`src/rtl/trading_pkg.sv`:
```
// Types and defaults shared across the order/market-data paths of trading_system_top.
// The arbiter state encoding lives here so that status export can decode it.
package trading_pkg;

    localparam int SFP_DATA_W        = 64;
    localparam int MAX_BEATS_DEFAULT = 8;

    typedef enum logic [1:0] {
        IDLE  = 2'd0,
        SEND  = 2'd1,
        DRAIN = 2'd2
    } arb_state_t;

endpackage

```
`src/rtl/rr_arbiter.sv`:
```
// Combinational round-robin picker: the search starts one past the last grant.
// This block is shared with the market-data fan-in.
module rr_arbiter #(
    parameter int  NUM_REQ = 4,
    localparam int IDX_W   = $clog2(NUM_REQ)
) (
    input  logic [NUM_REQ-1:0] req,
    input  logic [IDX_W-1:0]   last_grant,
    output logic [IDX_W-1:0]   winner,
    output logic               any_valid
);

    always_comb begin : search
        int idx;
        // NOTE: every output gets a default before the search so no path leaves it unassigned (no latch).
        winner    = last_grant;
        any_valid = 1'b0;
        idx       = 0;
        for (int off = 1; off <= NUM_REQ; off++) begin
            idx = (int'(last_grant) + off) % NUM_REQ;
            if (!any_valid && req[IDX_W'(idx)]) begin
                any_valid = 1'b1;
                winner    = IDX_W'(idx);
            end
        end
    end

endmodule

```
`src/rtl/order_tx_arbiter.sv`:
```
// Packet-level round-robin arbiter sharing the SFP transmit stream between strategy engines.
// It locks the grant per message, truncates runaway messages and counts orders/aborts.
module order_tx_arbiter
    import trading_pkg::*;
#(
    parameter int  NUM_REQ   = 4,
    parameter int  DATA_W    = SFP_DATA_W,
    parameter int  MAX_BEATS = MAX_BEATS_DEFAULT,
    localparam int IDX_W     = $clog2(NUM_REQ)
) (
    input  logic                      clk_sys,
    input  logic                      rst,
    input  logic [NUM_REQ*DATA_W-1:0] req_data,
    input  logic [NUM_REQ-1:0]        req_valid,
    input  logic [NUM_REQ-1:0]        req_last,
    output logic [NUM_REQ-1:0]        req_ready,
    input  logic [NUM_REQ-1:0]        req_enable,
    input  logic                      risk_halt,
    output logic [DATA_W-1:0]         sfp_tx_data,
    output logic                      sfp_tx_valid,
    output logic                      sfp_tx_last,
    input  logic                      sfp_tx_ready,
    output logic [IDX_W-1:0]          grant_id,
    output logic                      busy,
    output logic [31:0]               orders_sent,
    output logic [15:0]               abort_count
);

    localparam int CNT_W = $clog2(MAX_BEATS);

    arb_state_t         state, state_next;
    logic [IDX_W-1:0]   grant_next, arb_winner;
    logic               arb_any;
    logic [CNT_W-1:0]   beat_cnt, beat_cnt_next;
    logic [NUM_REQ-1:0] eligible;
    logic [DATA_W-1:0]  lane_data [NUM_REQ];
    logic               g_valid, g_last, at_max;
    logic               order_done, order_abort;

    for (genvar i = 0; i < NUM_REQ; i++) begin : g_lane
        assign lane_data[i] = req_data[i*DATA_W +: DATA_W];
    end

    // Halt and per-engine enables only matter where a new grant is chosen (IDLE).
    assign eligible = risk_halt ? '0 : (req_valid & req_enable);

    rr_arbiter #(.NUM_REQ(NUM_REQ)) u_rr (
        .req        (eligible),
        .last_grant (grant_id),
        .winner     (arb_winner),
        .any_valid  (arb_any)
    );

    assign g_valid = req_valid[grant_id];
    assign g_last  = req_last[grant_id];
    assign at_max  = (beat_cnt == CNT_W'(MAX_BEATS - 1));
    assign busy    = (state != IDLE);

    always_comb begin
        state_next    = state;
        grant_next    = grant_id;
        beat_cnt_next = beat_cnt;
        order_done    = 1'b0;
        order_abort   = 1'b0;
        req_ready     = '0;
        sfp_tx_data   = '0;
        sfp_tx_valid  = 1'b0;
        sfp_tx_last   = 1'b0;
        unique case (state)
            IDLE: begin
                if (arb_any) begin
                    grant_next    = arb_winner;
                    beat_cnt_next = '0;
                    state_next    = SEND;
                end
            end
            SEND: begin
                sfp_tx_data         = lane_data[grant_id];
                sfp_tx_valid        = g_valid;
                sfp_tx_last         = g_last | at_max;
                req_ready[grant_id] = sfp_tx_ready;
                if (g_valid && sfp_tx_ready) begin
                    beat_cnt_next = beat_cnt + CNT_W'(1);
                    if (g_last) begin
                        order_done = 1'b1;
                        state_next = IDLE;
                    end else if (at_max) begin
                        order_done  = 1'b1;
                        order_abort = 1'b1;
                        state_next  = DRAIN;
                    end
                end
            end
            DRAIN: begin
                // Swallow the tail of a truncated message without touching egress.
                req_ready[grant_id] = 1'b1;
                if (g_valid && g_last) begin
                    state_next = IDLE;
                end
            end
            default: state_next = IDLE;
        endcase
    end

    // NOTE: sequential state uses non-blocking assignments so every register samples pre-edge values.
    always_ff @(posedge clk_sys) begin
        if (rst) begin
            state       <= IDLE;
            grant_id    <= IDX_W'(NUM_REQ - 1);
            beat_cnt    <= '0;
            orders_sent <= '0;
            abort_count <= '0;
        end else begin
            state    <= state_next;
            grant_id <= grant_next;
            beat_cnt <= beat_cnt_next;
            if (order_done) begin
                orders_sent <= orders_sent + 32'd1;
            end
            if (order_abort && abort_count != 16'hFFFF) begin
                abort_count <= abort_count + 16'd1;
            end
        end
    end

endmodule

```
`config.mk`:
```
export PLATFORM = sky130hd
export DESIGN_NAME = order_tx_arbiter
export DESIGN_NICKNAME = d
export VERILOG_FILES = /design/src/rtl/trading_pkg.sv /design/src/rtl/rr_arbiter.sv /design/src/rtl/order_tx_arbiter.sv
export SDC_FILE = /design/constraint.sdc
export NUM_CORES = 1
export LEC_CHECK = 0
export CAP_MARGIN = 25
export CORE_AREA = 2 2 151 153
export CTS_CLUSTER_SIZE = 20
export DETAILED_ROUTE_END_ITERATION = 10
export DIE_AREA = 0 0 153 155
export PLACE_DENSITY_LB_ADDON = 0.08
export SLEW_MARGIN = 20
export SYNTH_ARGS = -nofsm -noshare
export SYNTH_HDL_FRONTEND = slang
export SYNTH_SLANG_ARGS = --single-unit
```
`constraint.sdc`:
```
create_clock -name clk_sys -period 6.1 [get_ports clk_sys]
set_input_delay 0.915 -clock clk_sys [delete_from_list [all_inputs] [get_ports clk_sys]]
set_output_delay 0.915 -clock clk_sys [all_outputs]
set_load 0.01 [all_outputs]
```
==> results of run 1 <==
power by group through the flow:
stage                     registers (W)  logic [W]  clock network, W
after floorplan                0.000380   0.000401                 0
after global placement         0.000421   0.000799                 0
after detailed placement       0.000423   0.000813                 0
after CTS                      0.000414   0.000816          0.000314
after global routing           0.000418   0.000857          0.000324
final                          0.000412   0.000806          0.000300
through the flow:
step | total power, W | worst slack [ns] | cells
finish | 0.00152 | 2.35 | 1161
global route | 0.00160 | 2.15 | 1161
CTS | 0.00154 | 2.22 | 1158
detailed placement | 0.00124 | 2.45 | 1151
global placement | 0.00122 | 2.45 | 1150
floorplan | 0.000780 | 3.43 | 509
cells by family (layout without fill, tap and decap cells):
logic type	Yosys count	count (layout)	synth area share (%)
other	0	1	0
buffers and inverters	55	421	4.43
XOR/XNOR	26	26	4.55
flip-flops	55	55	22.0
multiplexers	70	70	30.5
AND/OR/NAND/NOR	213	213	24.8
AO/OA/AOI/OAI	79	79	10.9
adder cells (fa/ha/maj)	11	11	2.75
cell type report:
class                   instances  share of cell area [%]
diodes                          1                  0.0267
clock buffers                   7                    1.64
inverters                      16                   0.642
multi-input cells             399                    39.4
flip-flops and latches         55                    11.8
well taps                     285                    3.81
repair buffers                398                    42.6
registers in the layout (all words and copies together) (netlist names):
register and flops:
abort_count 16, beat_cnt 3, grant_id 2, orders_sent 32, state 2
routing by layer:
layer  part of all wire [%]  wire length, um
met2                     52            13300
met4                   0.75              192
met3                    6.5             1660
met1                     40            10300
met5                   0.11               27
path summary, 6_finish.rpt:
kind	startpoint	slack, ns	depth (start not counted)	end
max	grant_id[0]$_SDFFE_PP1P_	2.35	4	sfp_tx_data[1]
min	beat_cnt[2]$_SDFFE_PP0P_	0.47	2	beat_cnt[2]$_SDFFE_PP0P_
max reg2reg	grant_id[1]$_SDFFE_PP1P_	3.24	5	abort_count[15]$_SDFFE_PP0P_
min reg2reg	beat_cnt[2]$_SDFFE_PP0P_	0.47	2	beat_cnt[2]$_SDFFE_PP0P_
cell usage after synthesis (11+ instances only):
cell	number	area share (%)
nor2_1	32	2.4
mux4_2	66	30
nand3_1	27	2.7
o21ai_0	12	1.2
inv_1	16	1.2
xnor2_1	24	4.2
nand4_1	11	1.4
dfxtp_1	55	22
clkbuf_1	25	1.9
nand2_1	18	1.4
a21oi_1	33	3.3
and2_1	70	8.8
ha_1	11	2.8
buf_2	11	1.1
worst reg2reg max path: stages (launching register included):
cell and delay (ns):
dfxtp_4 0.95, mux4_2 0.60, nand4b_4 0.37, nor4_2 0.48
a311oi_1 0.15, a41o_1 0.21
==> impl_metrics.toml, run 1 <==
[run_status]
status = "complete, no violations"

[clocking]
clk_pin_slew_ns = 0.06
insertion_delay_ns = 0.29
post_cts_buffers = 0
clockRootBuffer = "clkbuf_16"
cts_tree = "yes"
cts.sinks = 55
htree_levels = 2
cts-hold-fix-buffers = 0
numCtsBuffers = 5
max-clock-path-buffers = 2
cts_resized = 0

[logic_synthesis]
syn-num-nets = 792
ys_seq_area_share_pct = 22.0
synthArstFlopShare_pct = 0
avgSynthCellArea_sq_um = 9.83
synth_edf_count = 0
synth_seq_cells = 55
ys_warn_count = 0
synthCells = 509
synthFlopType = "dfxtp_1"
syn_area_sq_mm = 0.00500
synth_cell_types = 51

[sta]
period_needed_ns = 3.75
fin_tns_setup_ns = 0
worst_pin_slew_ns = 1.01
timing.fmax_mhz = 267
skew_ns = 0.00737
slew_viol_final = 0
min_period_over_period_pct = 61.4
holdWs_ns = 0.469
hold_violations = 0
rsz0062_at_grt = "no"
slew_headroom_pct = 32.8
setup-violations-final = 0

[global_route]
grt_util_met2_pct = 38.2
grt_pass1_wl_mm = 37.7
grt.met3_usage_pct = 5.21
antenna_found_initial = 3
gr-total-overflow = 0
met1_usage_pct = 24.9
grt.total_usage_pct = 20.7
grt_busiest_layer = "met2"
grt_max_degree = 71
grt_pass1_vias = 5880

[run]
drv_cap = 0

[power]
leakage_nw = 3.19
p_per_area_mw_per_mm2 = 162
switching_share_pct = 30.5
intPower_w = 0.00105
comb_power_share_pct = 53.1
peakVddDrop_mv = 0.102
clock_power_share_pct = 19.7
switchingPower_w = 0.000464
power_frac_seq_pct = 27.1

[layout]
fill_cells = 2177
final_common_cell = "clkdlybuf4s50_1"
ff_latch_area_sq_mm = 0.00111
syn2layout_area_growth_pct = 87.2
final_util_pct = 42.1
fin_nets = 1158
drive_above_1_share_pct = 11.2
final_cell_mix = "391 x clkdlybuf4s50_1, 70 x and2_1, 66 x mux4_2"
multi_input_comb_area_sq_mm = 0.00369
final_area_sq_mm = 0.00936

[worst_setup_path]
crit_type = "flip-flop to output port"
path_max_fanout = 34
cp-start-kind = "flip-flop"
cp_top_family = "buffers and inverters"
crit_buf_inv = 2
crit_path_end_kind = "output port"
crit_chain = "buf_4 -> mux4_2 -> and2_1 -> clkdlybuf4s50_1"
required_ns = 5.18
slowest_delay_ns = 0.72
crit_arrival_ns = 2.83
crit_path_top_delay_cell = "dfxtp_4"

[drt]
vias_per_cell = 5.00
drt-pass1-iter-count = 4
wl_per_cell_um = 21.9
drt_iter0_markers = 222
num_vias = 5806
ant_nets = 0
remaining_drc_errors = 0
drt_wl_total_mm = 25.5

[floorplan]
row_count = 55
die-width_um = 153
die-area_sq_mm = 0.0237
core_area_sq_mm = 0.0222
initial_core_util_pct = 22.5
die_height_um = 155
ioPinCount = 393

[worst_hold_path]
worstHoldPathType = "flip-flop to flip-flop"

[place]
portBuffers = 392
placed_area_sq_mm = 0.00917
gp_congestion = 0.966
hpwl_mm = 21.8
(Power assumes the default switching activity.)
==> run 2: changes to the inputs <==
--- a/config.mk
+++ b/config.mk
@@ -6,10 +6,10 @@
 export NUM_CORES = 1
 export LEC_CHECK = 0
 export CAP_MARGIN = 25
-export CORE_AREA = 2 2 151 153
+export CORE_AREA = 2 2 153 155
 export CTS_CLUSTER_SIZE = 20
 export DETAILED_ROUTE_END_ITERATION = 10
-export DIE_AREA = 0 0 153 155
+export DIE_AREA = 0 0 155 157
 export PLACE_DENSITY_LB_ADDON = 0.08
 export SLEW_MARGIN = 20
 export SYNTH_ARGS = -nofsm -noshare
==> constraint.sdc (replaced) <==
create_clock -name clk_sys -period 3.7 [get_ports clk_sys]
set_input_delay 0.555 -clock clk_sys [delete_from_list [all_inputs] [get_ports clk_sys]]
set_output_delay 0.555 -clock clk_sys [all_outputs]
set_load 0.01 [all_outputs]
==> impl_metrics.toml, run 2 (synthesis results as in run 1) <==
[clocking]
cts-hold-fix-buffers = 0
post_cts_buffers = 0
clk_pin_slew_ns = 0.07
insertion_delay_ns = 0.30
max-clock-path-buffers = 2
numCtsBuffers = 5
cts.sinks = 55
cts_resized = 0
clockRootBuffer = "clkbuf_16"
htree_levels = 2
cts_tree = "yes"

[global_route]
gr-total-overflow = 0
grt.met3_usage_pct = 6.19
met1_usage_pct = 22.6
antenna_found_initial = 4
grt.total_usage_pct = 20.3
grt_max_degree = 72
grt_busiest_layer = "met2"
grt_pass1_wl_mm = 37.6
grt_util_met2_pct = 37.3
grt_pass1_vias = 6088

[sta]
slew_headroom_pct = 37.2
skew_ns = 0.0118
fin_tns_setup_ns = 0
rsz0062_at_grt = "no"
slew_viol_final = 0
timing.fmax_mhz = 324
holdWs_ns = 0.462
final.setup.worst_slack_ns = 0.615
hold_violations = 0
setup-violations-final = 0
min_period_over_period_pct = 83.4
worst_pin_slew_ns = 0.942
period_needed_ns = 3.08

[layout]
top_register = "orders_sent"
fill_cells = 2178
final_common_cell = "clkdlybuf4s50_1"
final_cell_mix = "391 x clkdlybuf4s50_1, 70 x and2_1, 66 x mux4_2"
fin_nets = 1162
drive_above_1_share_pct = 11.8
top_regs = "orders_sent (32), abort_count (16), beat_cnt (3)"
largest_reg_flops = 32
final-instance-count-excl-fill = 1167
syn2layout_area_growth_pct = 87.4

[power]
switching_share_pct = 31.5
clock_power_share_pct = 19.6
switchingPower_w = 0.000781
finalPower_w = 0.00248
comb_power_share_pct = 54.7
power_frac_seq_pct = 25.8
leakage_nw = 3.20
peakVddDrop_mv = 0.158
intPower_w = 0.00170
p_per_area_mw_per_mm2 = 264

[drt]
remaining_drc_errors = 0
num_vias = 5750
ant_nets = 0
drt-pass1-iter-count = 4
drt_iter0_markers = 190
drt_wl_total_mm = 25.3
vias_per_cell = 4.93
wl_per_cell_um = 21.6

[run]
drv_cap = 0

[worst_setup_path]
r2r-start = "grant_id[0]$_SDFFE_PP1P_"
crit_path_top_delay_cell = "dfxtp_4"
crit_arrival_ns = 2.53
crit_type = "flip-flop to output port"
path_max_fanout = 40
cp-start-kind = "flip-flop"
crit_buf_inv = 2
required_ns = 3.14
rrSetupSlack_ns = 1.08
reg2reg_depth = 5
crit_path_end_kind = "output port"
crit_chain = "buf_12 -> mux4_2 -> and2_1 -> clkdlybuf4s50_1"
slowest_delay_ns = 0.59
r2r-end = "abort_count[15]$_SDFFE_PP0P_"
cp_top_family = "buffers and inverters"

[worst_hold_path]
worstHoldPathType = "flip-flop to flip-flop"
holdPathStages = 2
hold_end = "beat_cnt[2]$_SDFFE_PP0P_"
hold_start = "beat_cnt[2]$_SDFFE_PP0P_"

[floorplan]
core_area_sq_mm = 0.0225
initial_core_util_pct = 22.2
row_count = 55
ioPinCount = 393
die_height_um = 157
die-area_sq_mm = 0.0243
die-width_um = 155

[place]
dp.cells = 1157
portBuffers = 392
pre_cts_ws_ns = 0.693
hpwl_mm = 21.5
gp_congestion = 0.966

[run_status]
status = "complete, no violations"
-- run 2: worst max-delay path by stage --
stage                                  start                            to  cells past startpoint
floorplan           grant_id[0]$_SDFFE_PP1P_               sfp_tx_data[10]                      4
global placement                req_valid[1]  orders_sent[27]$_SDFFE_PP0P_                      5
detailed placement              req_valid[1]  orders_sent[25]$_SDFFE_PP0P_                      5
CTS                 grant_id[0]$_SDFFE_PP1P_               sfp_tx_data[24]                      4
global route        grant_id[0]$_SDFFE_PP1P_               sfp_tx_data[24]                      4
finish              grant_id[0]$_SDFFE_PP1P_               sfp_tx_data[24]                      4
-- run 2: area by class of cell --
type / instances / area, sq um / area share, %
Antenna cell: 2 / 5.00 / 0.0534
Clock buffer: 5 / 125 / 1.34
Clock inverter: 3 / 22.5 / 0.240
Inverter: 16 / 60.1 / 0.641
Multi-Input combinational cell: 399 / 3690 / 39.3
Sequential cell: 55 / 1110 / 11.8
Tap cell: 285 / 357 / 3.81
Timing Repair Buffer: 402 / 4010 / 42.8
-- run 2: power groups by stage --
stage | Sequential (W) | Combinational (W) | Clock (W)
floorplan | 0.000626 | 0.000660 | 0
global placement | 0.000652 | 0.00136 | 0
detailed placement | 0.000654 | 0.00137 | 0
CTS | 0.000640 | 0.00138 | 0.000503
global route | 0.000644 | 0.00145 | 0.000529
finish | 0.000638 | 0.00135 | 0.000485
-- run 2: through the flow --
step | cell area [sq um] | util (%)
finish | 9370 | 41.6
detailed placement | 9220 | 41.0
CTS | 9370 | 41.6
global placement | 9220 | 41.0
floorplan | 5000 | -
global route | 9370 | 41.6
-- run 2: tightest hold or removal path: stages, from the launching register on --
cell and delay, ns:
dfxtp_1 0.31, nand2_1 0.05, a21oi_1 0.05
-- run 2: routing by layer --
metal	vias to the layer above	share of wire, %
met1	2796	39
met2	238	52
met4	2	2.5
li1	2682	-
met5	-	0.059
met3	32	6.5
==> run 3: changes to the inputs <==
==> constraint.sdc (replaced) <==
create_clock -name clk_sys -period 2.98 [get_ports clk_sys]
set_input_delay 0.447 -clock clk_sys [delete_from_list [all_inputs] [get_ports clk_sys]]
set_output_delay 0.447 -clock clk_sys [all_outputs]
set_load 0.01 [all_outputs]
==> impl_metrics.toml, run 3 (synthesis results as in run 1) <==
[worst_setup_path]
path_max_fanout = 21
rrSetupSlack_ns = 0.50
required_ns = 2.53
r2r-end = "abort_count[15]$_SDFFE_PP0P_"
crit_path_top_delay_cell = "dfxtp_4"
crit_arrival_ns = 2.38
reg2reg_depth = 5
crit_chain = "buf_4 -> mux4_2 -> and2_1 -> clkdlybuf4s50_1"
worst-path-stages = 4
crit_type = "flip-flop to output port"
slowest_delay_ns = 0.56
crit_buf_inv = 2
cp-start-kind = "flip-flop"
cp_top_family = "buffers and inverters"
r2r-start = "grant_id[0]$_SDFFE_PP1P_"
crit_path_end_kind = "output port"

[global_route]
grt_pass1_vias = 6049
grt_pass1_wl_mm = 37.7
grt.total_usage_pct = 20.3
grt_max_degree = 44
antenna_found_initial = 2
gr-total-overflow = 0

[sta]
slew_viol_final = 0
worst_pin_slew_ns = 0.688
hold_violations = 0
rsz0062_at_grt = "no"
setup-violations-final = 0
fin_tns_setup_ns = 0
final.setup.worst_slack_ns = 0.156
skew_ns = 0.00511
timing.fmax_mhz = 354
min_period_over_period_pct = 94.8
period_needed_ns = 2.82
slew_headroom_pct = 54.1

[drt]
drt_iter0_markers = 211
wl_per_cell_um = 21.4
ant_nets = 0
vias_per_cell = 4.91
drt_wl_total_mm = 25.1
num_vias = 5758
drt-pass1-iter-count = 4
remaining_drc_errors = 0

[clocking]
clk_pin_slew_ns = 0.08
cts_tree = "yes"
max-clock-path-buffers = 2
numCtsBuffers = 5
post_cts_buffers = 0
htree_levels = 2
cts_resized = 0
clockRootBuffer = "clkbuf_16"
insertion_delay_ns = 0.30
cts-hold-fix-buffers = 0
cts.sinks = 55

[place]
pre_cts_ws_ns = 0.267
hpwl_mm = 21.7
gp_congestion = 1.00
portBuffers = 392

[floorplan]
ioPinCount = 393
row_count = 55
die-area_sq_mm = 0.0243
core_area_sq_mm = 0.0225
die_height_um = 157
initial_core_util_pct = 22.2
die-width_um = 155

[worst_hold_path]
holdPathStages = 2
worstHoldPathType = "flip-flop to flip-flop"
hold_end = "beat_cnt[1]$_SDFFE_PP0P_"
hold_start = "beat_cnt[1]$_SDFFE_PP0P_"

[power]
comb_power_share_pct = 54.9
switching_share_pct = 31.6
p_per_area_mw_per_mm2 = 330
switchingPower_w = 0.000983
clock_power_share_pct = 19.8
intPower_w = 0.00213
power_frac_seq_pct = 25.3
leakage_nw = 3.24
peakVddDrop_mv = 0.200

[layout]
drive_above_1_share_pct = 12.4
syn2layout_area_growth_pct = 88.8
top_regs = "orders_sent (32), abort_count (16), beat_cnt (3)"
top_register = "orders_sent"
final_common_cell = "clkdlybuf4s50_1"
final_cell_mix = "391 x clkdlybuf4s50_1, 70 x and2_1, 66 x mux4_2"
fin_nets = 1168
largest_reg_flops = 32

[run_status]
status = "complete, no violations"

[run]
drv_cap = 0
[run 3: cell count changes in the layout (fill, tap and decap cells not counted), sizes merged]
cell	before	now
buf	11	17
diode	2	1
[run 3: cell type report]
| type | count | area (sq um) |
|---|---|---|
| Timing Repair Buffer | 408 | 4080 |
| Clock buffer | 5 | 125 |
| Clock inverter | 3 | 25.0 |
| Inverter | 16 | 60.1 |
| Sequential cell | 55 | 1110 |
| Fill cell | 2198 | 13100 |
| Multi-Input combinational cell | 399 | 3690 |
| Antenna cell | 1 | 2.50 |
| Tap cell | 285 | 357 |
[run 3: worst max path at each step]
stage                             startpoint                           end  slack (ns)
finish              grant_id[0]$_SDFFE_PP1P_               sfp_tx_data[52]        0.16
global route        grant_id[0]$_SDFFE_PP1P_               sfp_tx_data[52]        0.03
CTS                 grant_id[0]$_SDFFE_PP1P_               sfp_tx_data[24]        0.11
detailed placement               req_last[1]  abort_count[15]$_SDFFE_PP0P_        0.27
global placement                req_valid[1]                  sfp_tx_valid        0.28
floorplan           grant_id[0]$_SDFFE_PP1P_               sfp_tx_data[10]        0.78
[run 3: metal layers]
| layer | vias to the layer above | share of wire, % | track usage (%) |
|---|---|---|---|
| met4 | 0 | 0.85 | 2.69 |
| met2 | 220 | 54 | 38.5 |
| met5 | - | 0 | 0 |
| met1 | 2826 | 39 | 23.9 |
| met3 | 11 | 6.5 | 4.52 |
| li1 | 2701 | - | - |
[run 3: power by group through the flow]
| stage | Sequential [W] | Combinational [W] | Clock, W |
|---|---|---|---|
| after floorplan | 0.000778 | 0.000820 | 0 |
| after CTS | 0.000791 | 0.00174 | 0.000631 |
| final | 0.000789 | 0.00171 | 0.000615 |
| after global placement | 0.000807 | 0.00172 | 0 |
| after global routing | 0.000795 | 0.00183 | 0.000658 |
| after detailed placement | 0.000808 | 0.00173 | 0 |
[run 3: per-stage QoR]
stage / std cells / cell area, sq um / power (W) / hold slack [ns] / util [%]
floorplan: 509 / 5000 / 0.00160 / 0.436 / -
CTS: 1171 / 9440 / 0.00316 / 0.472 / 41.9
global placement: 1163 / 9290 / 0.00253 / 0.444 / 41.3
finish: 1172 / 9440 / 0.00311 / 0.468 / 42.0
detailed placement: 1163 / 9290 / 0.00254 / 0.461 / 41.3
global route: 1172 / 9440 / 0.00329 / 0.491 / 42.0
[run 3: worst min-delay path, cell delays in order, from the launching register on]
cell and delay (ns):
dfxtp_1 0.32, nand2_1 0.06, a21oi_1 0.05
